--- src/rtl/cpu_pkg.sv ---
// Shared constants and types for the 16-bit CPU sequencer.
package cpu_pkg;

   localparam int DEF_DATA_W = 16;
   localparam int DEF_PC_W   = 8;
   localparam int DEF_NREGS  = 16;

   // Instruction opcodes, ir[15:12]
   localparam logic [3:0] OP_ADD  = 4'h0;
   localparam logic [3:0] OP_SUB  = 4'h1;
   localparam logic [3:0] OP_AND  = 4'h2;
   localparam logic [3:0] OP_OR   = 4'h3;
   localparam logic [3:0] OP_LDI  = 4'h4;
   localparam logic [3:0] OP_BZ   = 4'h5;
   localparam logic [3:0] OP_JMP  = 4'h6;
   localparam logic [3:0] OP_HALT = 4'hF;

   // ALUOp encodings understood by the external ALU
   localparam logic [2:0] ALU_ADD = 3'b000;
   localparam logic [2:0] ALU_SUB = 3'b001;
   localparam logic [2:0] ALU_AND = 3'b010;
   localparam logic [2:0] ALU_OR  = 3'b011;

   typedef enum logic [2:0] {
      S_FETCH,
      S_DECODE,
      S_EXECUTE,
      S_WRITEBACK,
      S_HALT
   } state_t;

endpackage

--- src/rtl/reg_file.sv ---
// Register file: two async read ports, one sync write port, R0 reads as zero.
module reg_file
   import cpu_pkg::*;
#(
   parameter int DATA_W = DEF_DATA_W,
   parameter int NREGS  = DEF_NREGS,
   parameter int AW     = $clog2(NREGS)
) (
   input  logic              clk,
   input  logic              rst_n,
   input  logic [AW-1:0]     ra1,
   input  logic [AW-1:0]     ra2,
   output logic [DATA_W-1:0] rd1,
   output logic [DATA_W-1:0] rd2,
   input  logic              we,
   input  logic [AW-1:0]     wa,
   input  logic [DATA_W-1:0] wd
);

   logic [DATA_W-1:0] mem [NREGS];

   // Storage: cleared on reset, written when enabled except for R0
   always_ff @(posedge clk or negedge rst_n) begin
      if (!rst_n) begin
         for (int unsigned i = 0; i < NREGS; i++) begin
            mem[i] <= '0;
         end
      end else if (we && (wa != '0)) begin
         mem[wa] <= wd;
      end
   end

   // Read ports with R0 forced to zero
   always_comb begin
      rd1 = (ra1 == '0) ? '0 : mem[ra1];
      rd2 = (ra2 == '0) ? '0 : mem[ra2];
   end

endmodule

--- src/rtl/cpu_exec_sequencer.sv ---
// Fetch/decode/execute/writeback controller wrapped around an external ALU.
module cpu_exec_sequencer
   import cpu_pkg::*;
#(
   parameter int DATA_W = DEF_DATA_W,
   parameter int PC_W   = DEF_PC_W,
   parameter int NREGS  = DEF_NREGS
) (
   input  logic              clk,
   input  logic              rst_n,
   output logic              imem_req,
   output logic [PC_W-1:0]   imem_addr,
   input  logic              imem_ack,
   input  logic [15:0]       imem_data,
   output logic [DATA_W-1:0] alu_a,
   output logic [DATA_W-1:0] alu_b,
   output logic [2:0]        alu_op,
   input  logic [DATA_W-1:0] alu_result,
   input  logic              alu_zero,
   output logic              zero_flag,
   output logic [PC_W-1:0]   pc,
   output logic              halted
);

   state_t            state;
   logic [15:0]       ir;
   logic [DATA_W-1:0] res_hold;
   logic              zero_hold;

   logic [3:0]        opcode;
   logic [DATA_W-1:0] rdata1;
   logic [DATA_W-1:0] rdata2;
   logic [DATA_W-1:0] imm_ext;
   logic              rf_we;
   logic [DATA_W-1:0] rf_wd;

   assign opcode    = ir[15:12];
   assign imm_ext   = {{(DATA_W-8){1'b0}}, ir[7:0]};
   assign imem_req  = (state == S_FETCH);
   assign imem_addr = pc;

   // Register write comes from LDI in DECODE or the ALU result in WRITEBACK
   always_comb begin
      rf_we = 1'b0;
      rf_wd = imm_ext;
      if (state == S_WRITEBACK) begin
         rf_we = 1'b1;
         rf_wd = res_hold;
      end else if ((state == S_DECODE) && (opcode == OP_LDI)) begin
         rf_we = 1'b1;
      end
   end

   reg_file #(
      .DATA_W (DATA_W),
      .NREGS  (NREGS)
   ) u_rf (
      .clk   (clk),
      .rst_n (rst_n),
      .ra1   (ir[7:4]),
      .ra2   (ir[3:0]),
      .rd1   (rdata1),
      .rd2   (rdata2),
      .we    (rf_we),
      .wa    (ir[11:8]),
      .wd    (rf_wd)
   );

   // Sequencer FSM with registered ALU drive, pc and flags
   always_ff @(posedge clk or negedge rst_n) begin
      if (!rst_n) begin
         state     <= S_FETCH;
         pc        <= '0;
         ir        <= '0;
         alu_a     <= '0;
         alu_b     <= '0;
         alu_op    <= ALU_ADD;
         zero_flag <= 1'b0;
         res_hold  <= '0;
         zero_hold <= 1'b0;
         halted    <= 1'b0;
      end else begin
         case (state)
            S_FETCH: begin
               if (imem_ack) begin
                  ir    <= imem_data;
                  state <= S_DECODE;
               end
            end
            S_DECODE: begin
               case (opcode)
                  OP_ADD, OP_SUB, OP_AND, OP_OR: begin
                     alu_a  <= rdata1;
                     alu_b  <= rdata2;
                     alu_op <= opcode[2:0];
                     state  <= S_EXECUTE;
                  end
                  OP_BZ: begin
                     pc    <= zero_flag ? ir[PC_W-1:0] : pc + 1'b1;
                     state <= S_FETCH;
                  end
                  OP_JMP: begin
                     pc    <= ir[PC_W-1:0];
                     state <= S_FETCH;
                  end
                  OP_HALT: begin
                     halted <= 1'b1;
                     state  <= S_HALT;
                  end
                  default: begin
                     pc    <= pc + 1'b1;
                     state <= S_FETCH;
                  end
               endcase
            end
            S_EXECUTE: begin
               res_hold  <= alu_result;
               zero_hold <= alu_zero;
               state     <= S_WRITEBACK;
            end
            S_WRITEBACK: begin
               zero_flag <= zero_hold;
               pc        <= pc + 1'b1;
               state     <= S_FETCH;
            end
            S_HALT: begin
               state <= S_HALT;
            end
            default: begin
               state <= S_FETCH;
            end
         endcase
      end
   end

endmodule
--- config.mk ---
export PLATFORM = sky130hd
export DESIGN_NAME = cpu_exec_sequencer
export DESIGN_NICKNAME = d
export VERILOG_FILES = /design/src/rtl/cpu_pkg.sv /design/src/rtl/reg_file.sv /design/src/rtl/cpu_exec_sequencer.sv
export SDC_FILE = /design/constraint.sdc
export NUM_CORES = 1
export LEC_CHECK = 0
export CORE_ASPECT_RATIO = 0.7
export CORE_MARGIN = 5
export CORE_UTILIZATION = 60
export CTS_CLUSTER_DIAMETER = 40
export DETAILED_ROUTE_END_ITERATION = 10
export PLACE_DENSITY_LB_ADDON = 0.25
export SLEW_MARGIN = 20
export SYNTH_ARGS = -nofsm -noshare
export SYNTH_HDL_FRONTEND = slang
export SYNTH_SLANG_ARGS = --single-unit
export TNS_END_PERCENT = 50
--- constraint.sdc ---
create_clock -name clk -period 2.6 [get_ports clk]
set_input_delay 0.52 -clock clk [delete_from_list [all_inputs] [get_ports clk]]
set_output_delay 0.52 -clock clk [all_outputs]
set_load 0.01 [all_outputs]
## After elaboration in Yosys (flattened, before gate mapping)

Cells that the tools add are included.
Widths: inputs -> output; s select.

| operators by class | value |
|---|---|
| $add $sub $neg | 1 |
| $mul | 0 |
| div/mod/pow operators | 0 |
| $lt $le $gt $ge | 4 |
| eq/ne operators | 13 |
| shifts and indexed selects | 0 |
| muxes and demuxes | 20 |
| bitwise operators | 3 |
| reduce and logical (&&, ||, !) cells | 15 |

Operator list:

| operator | count |
|---|---|
| $bwmux 256 | 1 |
| $bmux 16 s4 | 2 |
| $mux 16 | 8 |
| $demux 16 s4 | 1 |
| $pmux 8 s3 | 1 |
| $pmux 8 s2 | 1 |
| $ge 5x5->1 const B | 3 |
| $not 4->5 | 3 |
| $eq 4x3->1 const B | 3 |
| $logic_not 4->1 | 3 |
| $pmux 3 s4 | 1 |
| $add 8x1->8 const B | 1 |
| $eq 4x2->1 const B | 2 |
| $mux 8 | 1 |
| $reduce_and 2->1 | 4 |
| $eq 3x2->1 const B | 2 |
| $pmux 3 s2 | 1 |
| $lt 5x1->1 const B | 1 |
| $reduce_or 5->1 | 1 |
| $eq 4x1->1 const B | 1 |
| $eq 4x4->1 const B | 1 |
| $reduce_bool 4->1 | 1 |
| $reduce_or 4->1 | 1 |
| $eq 3x1->1 const B | 1 |
| other kinds (8) | 11 |

| storage, ports and cells | value |
|---|---|
| register bits after elaboration | 337 |
| bits in latches | 0 |
| memory bits (writable) | 0 |
| memory bits (read-only) | 0 |
| output and inout port bits | 54 |
| word-level logic and storage cells | 82 |
| memories kept | 0 |

## Depth between registers and ports, before layout

Gate-level depths: netlist (run 1).

| logic depth | value |
|---|---|
| depth after elaboration | 6 |
| depth in mapped cells | 7 |

## By module

Synthesis (run 1) repeated with hierarchy kept, for this count alone.

| second synthesis, totals | value |
|---|---|
| cells, all modules | 1175 |
| area, all modules | 16679.7 um2 |

By module, submodules not included:

| module | instances | cells an instance | area each (um2) | seq. area each (um2) |
|---|---|---|---|---|
| reg_file | 1 | 919 | 12990.0 | 6030.8 |
| cpu_exec_sequencer | 1 | 256 | 3689.8 | 2026.9 |

## Worst setup path after synthesis (run 1)

Ideal clock, no wire load.

| timing | value |
|---|---|
| path type | reg-to-reg |
| start point | register ir[1] |
| end point | register alu_b[10] |
| library setup time | 0.126 ns |
| data arrival time | 1.818 ns |
| required time | 2.474 ns |
| slack | 0.656 ns |
| cell stages (with the launch flop) | 6 |
| cell sequence | dfrtp_1 > buf_2 > buf_1 > mux4_2 > mux2_2 > a221o_1 |

| between the ends | value |
|---|---|
| longest elaborated chain between the ends | 5 |
| elaborated cells on any way between the ends | 6 |

Ends and longest elaborated chain:

| what | line | RTL |
|---|---|---|
| start, declared | cpu_exec_sequencer.sv:26 | `logic [15:0] ir;` |
| start signal, assigned | cpu_exec_sequencer.sv:86 | `ir <= imem_data;` |
| $not 4->5 (implied by the code) | reg_file.sv:36 | `rd2 = (ra2 == '0) ? '0 : mem[ra2];` |
| $bmux 16 s4 | reg_file.sv:36 |  |
| $mux 16 (implied by the code) (2 in a row) | reg_file.sv:36 |  |
| $mux 16 * | reg_file.sv:36 |  |
| end signal, assigned | cpu_exec_sequencer.sv:94 | `alu_b <= rdata2;` |
| end, declared | cpu_exec_sequencer.sv:16 | `output logic [DATA_W-1:0] alu_b,` |

Every way passes the cells marked *; elsewhere a longest branch is shown, timed or not. The select of a mux whose other input is x is not followed.
A chain may end at the register's enable or synchronous reset.

## Worst setup path in the final report (run 1)

| timing | value |
|---|---|
| start point | register state[0] |
| end point | output port imem_req |

| between the ends | value |
|---|---|
| longest elaborated chain between the ends | 1 |

Ends and longest elaborated chain:

| what | line | RTL |
|---|---|---|
| start, declared | cpu_exec_sequencer.sv:25 | `state_t state;` |
| start signal, assigned | cpu_exec_sequencer.sv:72 | `state <= S_FETCH;` |
| start signal, assigned | cpu_exec_sequencer.sv:87 | `state <= S_DECODE;` |
| start signal, assigned | cpu_exec_sequencer.sv:96 | `state <= S_EXECUTE;` |
| $logic_not 3->1 | cpu_exec_sequencer.sv:39 | `assign imem_req = (state == S_FETCH);` |
| end, declared | cpu_exec_sequencer.sv:11 | `output logic imem_req,` |

No other way between the ends.

==> results of run 1 <==
==> per-layer routing <==
metal / GRT usage / routed length (µm)
met1: 0.416 / 18400
met2: 0.451 / 20200
met3: 0.0795 / 4560
met4: 0.0958 / 1440
met5: 0 / 13
==> state kept, by name, indices dropped and copies added (netlist names) <==
name	flops
state	3
alu_b	16
res_hold	16
halted	1
u_rf.mem	256
ir	16
alu_a	16
alu_op	3
zero_hold	1
imem_addr	8
zero_flag	1
==> Yosys cell counts, types with 11 or more instances <==
| cell | number |
|---|---|
| mux4_2 | 128 |
| nand2_1 | 261 |
| buf_2 | 20 |
| o21ai_0 | 242 |
| nor2_1 | 43 |
| dfrtp_1 | 337 |
| mux2_2 | 61 |
| clkbuf_1 | 98 |
| o21ai_1 | 11 |
| buf_4 | 13 |
| mux2i_1 | 44 |
| o2111ai_1 | 15 |
| a221o_1 | 32 |
==> power groups by stage <==
stage	combinational, mW	sequential (mW)	clock, mW
2_1_floorplan	5.29	7.43	0
3_3_place_gp	7.18	7.98	0
3_5_place_dp	7.38	8.06	0
4_1_cts	7.43	8.01	5.71
5_1_grt	7.98	8.21	5.95
6_report	7.41	8.05	5.65
==> metrics by stage <==
stage          hold WS [ps]  setup WS [ps]  cells  utilization  area, µm²
3_5_place_dp            384            282   1744        0.664      17800
4_1_cts                 396           46.1   1811        0.714      19200
5_1_grt                 410           9.56   1811        0.714      19200
3_3_place_gp            377            412   1744        0.664      17800
2_1_floorplan           224            656   1382            -      16400
6_report                398           42.4   1811        0.714      19200
==> layout by cell type (no fill, tap or decap), drive strengths merged, types with 3 or more instances in the layout <==
master	synthesis	layout
a21oi	4	4
mux2	61	61
clkinv	0	6
nand2b	5	5
clkdlybuf4s50	0	88
o2111ai	15	15
buf	49	57
nor3	7	7
nand2	261	261
dfrtp	337	337
inv	10	13
clkinvlp	0	7
a221o	32	32
mux4	128	128
mux2i	44	44
clkbuf	98	44
o21ai	253	253
nor3b	3	3
nor2	44	44
bufinv	0	6
o2bb2ai	4	4
==> logic make-up after synthesis <==
group / synth area share
and+or+nand+nor: 0.0856
DFF: 0.513
AOI/OAI and AO/OA: 0.113
muxes: 0.244
buffers and inverters: 0.0440
adders and majority gates: 0.000761
==> cell type report <==
class / instances / area, µm² / share of cell area
Sequential cell: 337 / 8450 / 0.441
Multi-Input combinational cell: 888 / 7390 / 0.386
Clock buffer: 44 / 1020 / 0.0535
Inverter: 10 / 37.5 / 0.00196
Clock inverter: 22 / 293 / 0.0153
Tap cell: 364 / 455 / 0.0238
Timing Repair Buffer: 146 / 1510 / 0.0790
==> worst max path at each step <==
stage	from	to	slack [ps]
final	state[0]	imem_req	40
after detailed placement	state[2]	u_rf.mem[21]	280
after global placement	state[2]	u_rf.mem[149]	410
after global routing	state[0]	imem_req	10
after floorplan	ir[1]	alu_b[10]	660
after CTS	state[0]	imem_req	50
==> timing repair <==
action	in CTS	in global routing
hold endpoints to repair	59	0
hold buffers	1	0
setup endpoints to repair	0	0
==> out/results.ini, run 1 <==
[run_status]
status=finished, final reports clean

[critical_path]
cp_slowest_cell=clkdlybuf4s50_1
crit_fanout=13
max_stage_delay_ps=620
required_ps=2080
crit_buf_inv=1
r2r_end=u_rf.mem[92]
path_depth=2
critPathCaptureType=output port
cp.arrival_ps=2040
path_cells=nor3_1 -> clkdlybuf4s50_1
cp_top_family=buffers and inverters
ff2ff_setup_slack_ps=390
startpoint_type=flip-flop
r2r-start=state[2]
path_class=flip-flop to output port
worstRegToRegCells=4

[floorplanning]
start_util=0.613
fp.dieArea_um2=30900
core_um2=26800
fp.dieH_um=148
die_w_um=208
rows=50
num_io_pins=90

[hold_path]
hold_path_end=u_rf.mem[248]
min_path_cells=0
hp-class=flip-flop to flip-flop
holdCritStartpoint=u_rf.mem[248]

[grt]
grt_overflow=0
grt_pass1_vias=12100
antenna_found_initial=1
grt_pass1_wl_um=70500
grt_max_degree=72
grt_util_all_layers=0.293

[timing]
hold_violations=0
finalCriticalPeriod_ps=2560
fmax_mhz=391
rsz0062_at_grt=no
finalMaxSlewViolations=0
finClkSkew_ps=25.4
setup_tns_ps=0
worstMarginPinSlew_ps=684
setup_viol=0
finalCritPeriodShare=0.984
max_slew_margin=0.535

[power_and_ir_drop]
powerDensity_nw_per_um2=1100
p_sw_frac=0.351
intPower_mw=13.7
peakVddDrop_uv=559
power_mw=21.1
p_leak_nw=8.07
p_comb_frac=0.351
power.switching_mw=7.41
clkPwrFrac=0.268
p_seq_frac=0.381

[final_layout]
fillers=1798
final_nets=1457
synthToLayoutAreaGrowth_pct=16.5
insertedDiodeCount=0
drive_gt1_frac=0.235

[clock_network]
cts_setup_buffers=0
cts_root_buffer=clkbuf_16
cts_tree=yes
clk_latency_ps=540
cts_buffers=37
h-tree-depth=2
clock-sinks=337
cts.clk_slew.worst_paths_ps=60
cts_resized=0
cts_buffer_depth=3

[synth]
synth_area_leader_cell=dfrtp_1
syn_nets=1419
ys_top_cells_by_area=dfrtp_1 51%, mux4_2 18%, o21ai_0 7.4%, nand2_1 6.0%, mux2_2 4.2%
yosysSeqAreaShare=0.513
synth-seq-cells=337
synth_edf_count=0
synth_area_per_cell_um2=11.9
yosysWarnings=0
synth_cells=1382
ys.flop_type=dfrtp_1
synth_cell_type_count=44
async_reset_ff_frac=1.00
synth.top_cell.area_share=0.513
syn_area_um2=16400

[route]
drc=0
drt_wl_total_um=44600
routed-via-count=11900
vias_per_cell=6.58
ant_nets=0
first_pass_iters=5
drtIter0Drc=962
wl_per_cell_um=24.6

[flow_run]
cap_violations=0

[placed_design]
port_buffers=89
dpl.hpwl_um=26600
place.gp.congestion=0.822

(Power assumes the default switching activity.)
==> run 2: changes to the inputs <==
--- a/config.mk
+++ b/config.mk
@@ -11,6 +11,7 @@
 export CTS_CLUSTER_DIAMETER = 40
 export DETAILED_ROUTE_END_ITERATION = 10
 export PLACE_DENSITY_LB_ADDON = 0.25
+export RECOVER_POWER = 50
 export SLEW_MARGIN = 20
 export SYNTH_ARGS = -nofsm -noshare
 export SYNTH_HDL_FRONTEND = slang
==> out/results.ini, run 2 (synthesized netlist as in run 1, its figures left out) <==
[grt]
antenna_found_initial=1  ; unchanged
grt_pass1_vias=12100  ; unchanged
grt_overflow=0  ; unchanged
grt_util_all_layers=0.293  ; unchanged
grt_pass1_wl_um=70500  ; unchanged
grt_max_degree=72  ; unchanged

[critical_path]
startpoint_type=flip-flop
cp.arrival_ps=2040  ; about the same
max_stage_delay_ps=620  ; about the same
crit_fanout=13  ; unchanged
cp_slowest_cell=clkdlybuf4s50_1
path_cells=nor3_1 -> clkdlybuf4s50_1
required_ps=2080  ; about the same
critPathCaptureType=output port
path_class=flip-flop to output port
worstRegToRegCells=3  ; -1

[timing]
worstMarginPinSlew_ps=1760  ; +1070 ps
hold_violations=0  ; unchanged
max_slew_margin=-0.170  ; -0.705
whs_ps=398  ; -0.230 ps
setup_tns_ps=0  ; unchanged
finalMaxSlewViolations=67  ; +67
rsz0062_at_grt=no
fmax_mhz=390  ; -0.17%
finClkSkew_ps=26.4  ; +0.978 ps
finalCritPeriodShare=0.985  ; +0.00169
setup_viol=0  ; unchanged
finalCriticalPeriod_ps=2560  ; +4.38 ps

[final_layout]
largest_reg_flops=256  ; unchanged
multiInputGateArea_um2=7380  ; about the same
fillers=1802  ; +0.22%
drive_gt1_frac=0.233  ; -0.00207
seq_area_um2=8450  ; unchanged
most-common-layout-cells=331 x dfrtp_1, 261 x nand2_1, 242 x o21ai_0
insertedDiodeCount=0  ; unchanged
largest-register=u_rf.mem
final_common_cell=dfrtp_1
synthToLayoutAreaGrowth_pct=16.3
final_nets=1457  ; unchanged
finalNonFillerCells=1811  ; unchanged

[route]
drt_wl_total_um=44800  ; +0.34%
vias_per_cell=6.58  ; about the same
drc=0  ; unchanged
routed-via-count=11900  ; -0.034%
drtIter0Drc=979  ; +1.8%
ant_nets=0  ; unchanged
first_pass_iters=6  ; +1
wl_per_cell_um=24.7  ; +0.34%

[clock_network]
cts.clk_slew.worst_paths_ps=60  ; about the same
cts_setup_buffers=0  ; unchanged
cts_buffers=37  ; unchanged
cts_buffer_depth=3  ; unchanged
cts_root_buffer=clkbuf_16
h-tree-depth=2  ; unchanged
clk_latency_ps=540  ; about the same
clock-sinks=337  ; unchanged
cts_tree=yes
hold_buffers=1  ; unchanged
cts_resized=0  ; unchanged

[floorplanning]
rows=50  ; unchanged
core_um2=26800  ; unchanged
fp.dieArea_um2=30900  ; unchanged
fp.dieH_um=148  ; unchanged
die_w_um=208  ; unchanged
start_util=0.613  ; unchanged
num_io_pins=90  ; unchanged

[hold_path]
hp-class=flip-flop to flip-flop
min_path_cells=0  ; unchanged

[power_and_ir_drop]
p_comb_frac=0.351  ; about the same
peakVddDrop_uv=557  ; -0.43%
p_sw_frac=0.351  ; about the same
p_leak_nw=8.05  ; -0.24%
p_seq_frac=0.382  ; about the same
clkPwrFrac=0.267  ; about the same
intPower_mw=13.7  ; about the same
power.switching_mw=7.41  ; about the same
powerDensity_nw_per_um2=1100  ; +0.12%

[run_status]
status=finished with violations
violations=capacitance limit, slew limit

[placed_design]
port_buffers=89  ; unchanged
place_inst=1744  ; unchanged
place.gp.congestion=0.822  ; unchanged
dpl.hpwl_um=26600  ; unchanged

[flow_run]
cap_violations=1  ; +1

==> run 2: worst paths after layout <==
kind                          startpoint            end  slack, ps
setup / recovery                state[0]       imem_req         40
hold reg to reg            u_rf.mem[245]  u_rf.mem[245]        400
max in group asynchronous          rst_n   u_rf.mem[23]        420
hold / removal             u_rf.mem[245]  u_rf.mem[245]        400
min in group asynchronous          rst_n   u_rf.mem[81]       1040
setup reg to reg                state[2]    res_hold[5]        160
==> run 2: layout make-up <==
type	instances	area share
Clock inverter	22	0.0153
Multi-Input combinational cell	888	0.386
Inverter	10	0.00196
Sequential cell	337	0.442
Tap cell	364	0.0238
Clock buffer	44	0.0536
Timing Repair Buffer	146	0.0774
==> run 2: metrics by stage <==
| stage | util | cell area (µm²) | worst slack [ps] | power, mW |
|---|---|---|---|---|
| after floorplan | - | 16400 | 656 | 12.7 |
| after global placement | 0.664 | 17800 | 412 | 15.2 |
| after detailed placement | 0.664 | 17800 | 282 | 15.4 |
| after CTS | 0.714 | 19200 | 46.1 | 21.1 |
| after global routing | 0.712 | 19100 | 20.3 | 22.1 |
| final | 0.712 | 19100 | 38.1 | 21.1 |
==> run 2: worst max-delay path, delay by kind of cell (launching register included) <==
family	cells	cell delay, ps
buffers and inverters	1	620
AND/OR/NAND/NOR	1	410
flip-flops	1	480
==> run 2: metal layers <==
metal  up-vias  GRT usage  wire length [µm]
met5         -          0                13
met4         2     0.0958              1430
met3       122     0.0795              4480
met2       599      0.451             20200
met1      6087      0.416             18600
li1       5105          -                 -
==> run 2: power groups by stage <==
stage	logic [mW]	registers, mW	clock network (mW)
5_1_grt	7.96	8.21	5.95
2_1_floorplan	5.29	7.43	0
4_1_cts	7.43	8.01	5.71
3_5_place_dp	7.38	8.06	0
6_report	7.40	8.06	5.64
3_3_place_gp	7.18	7.98	0
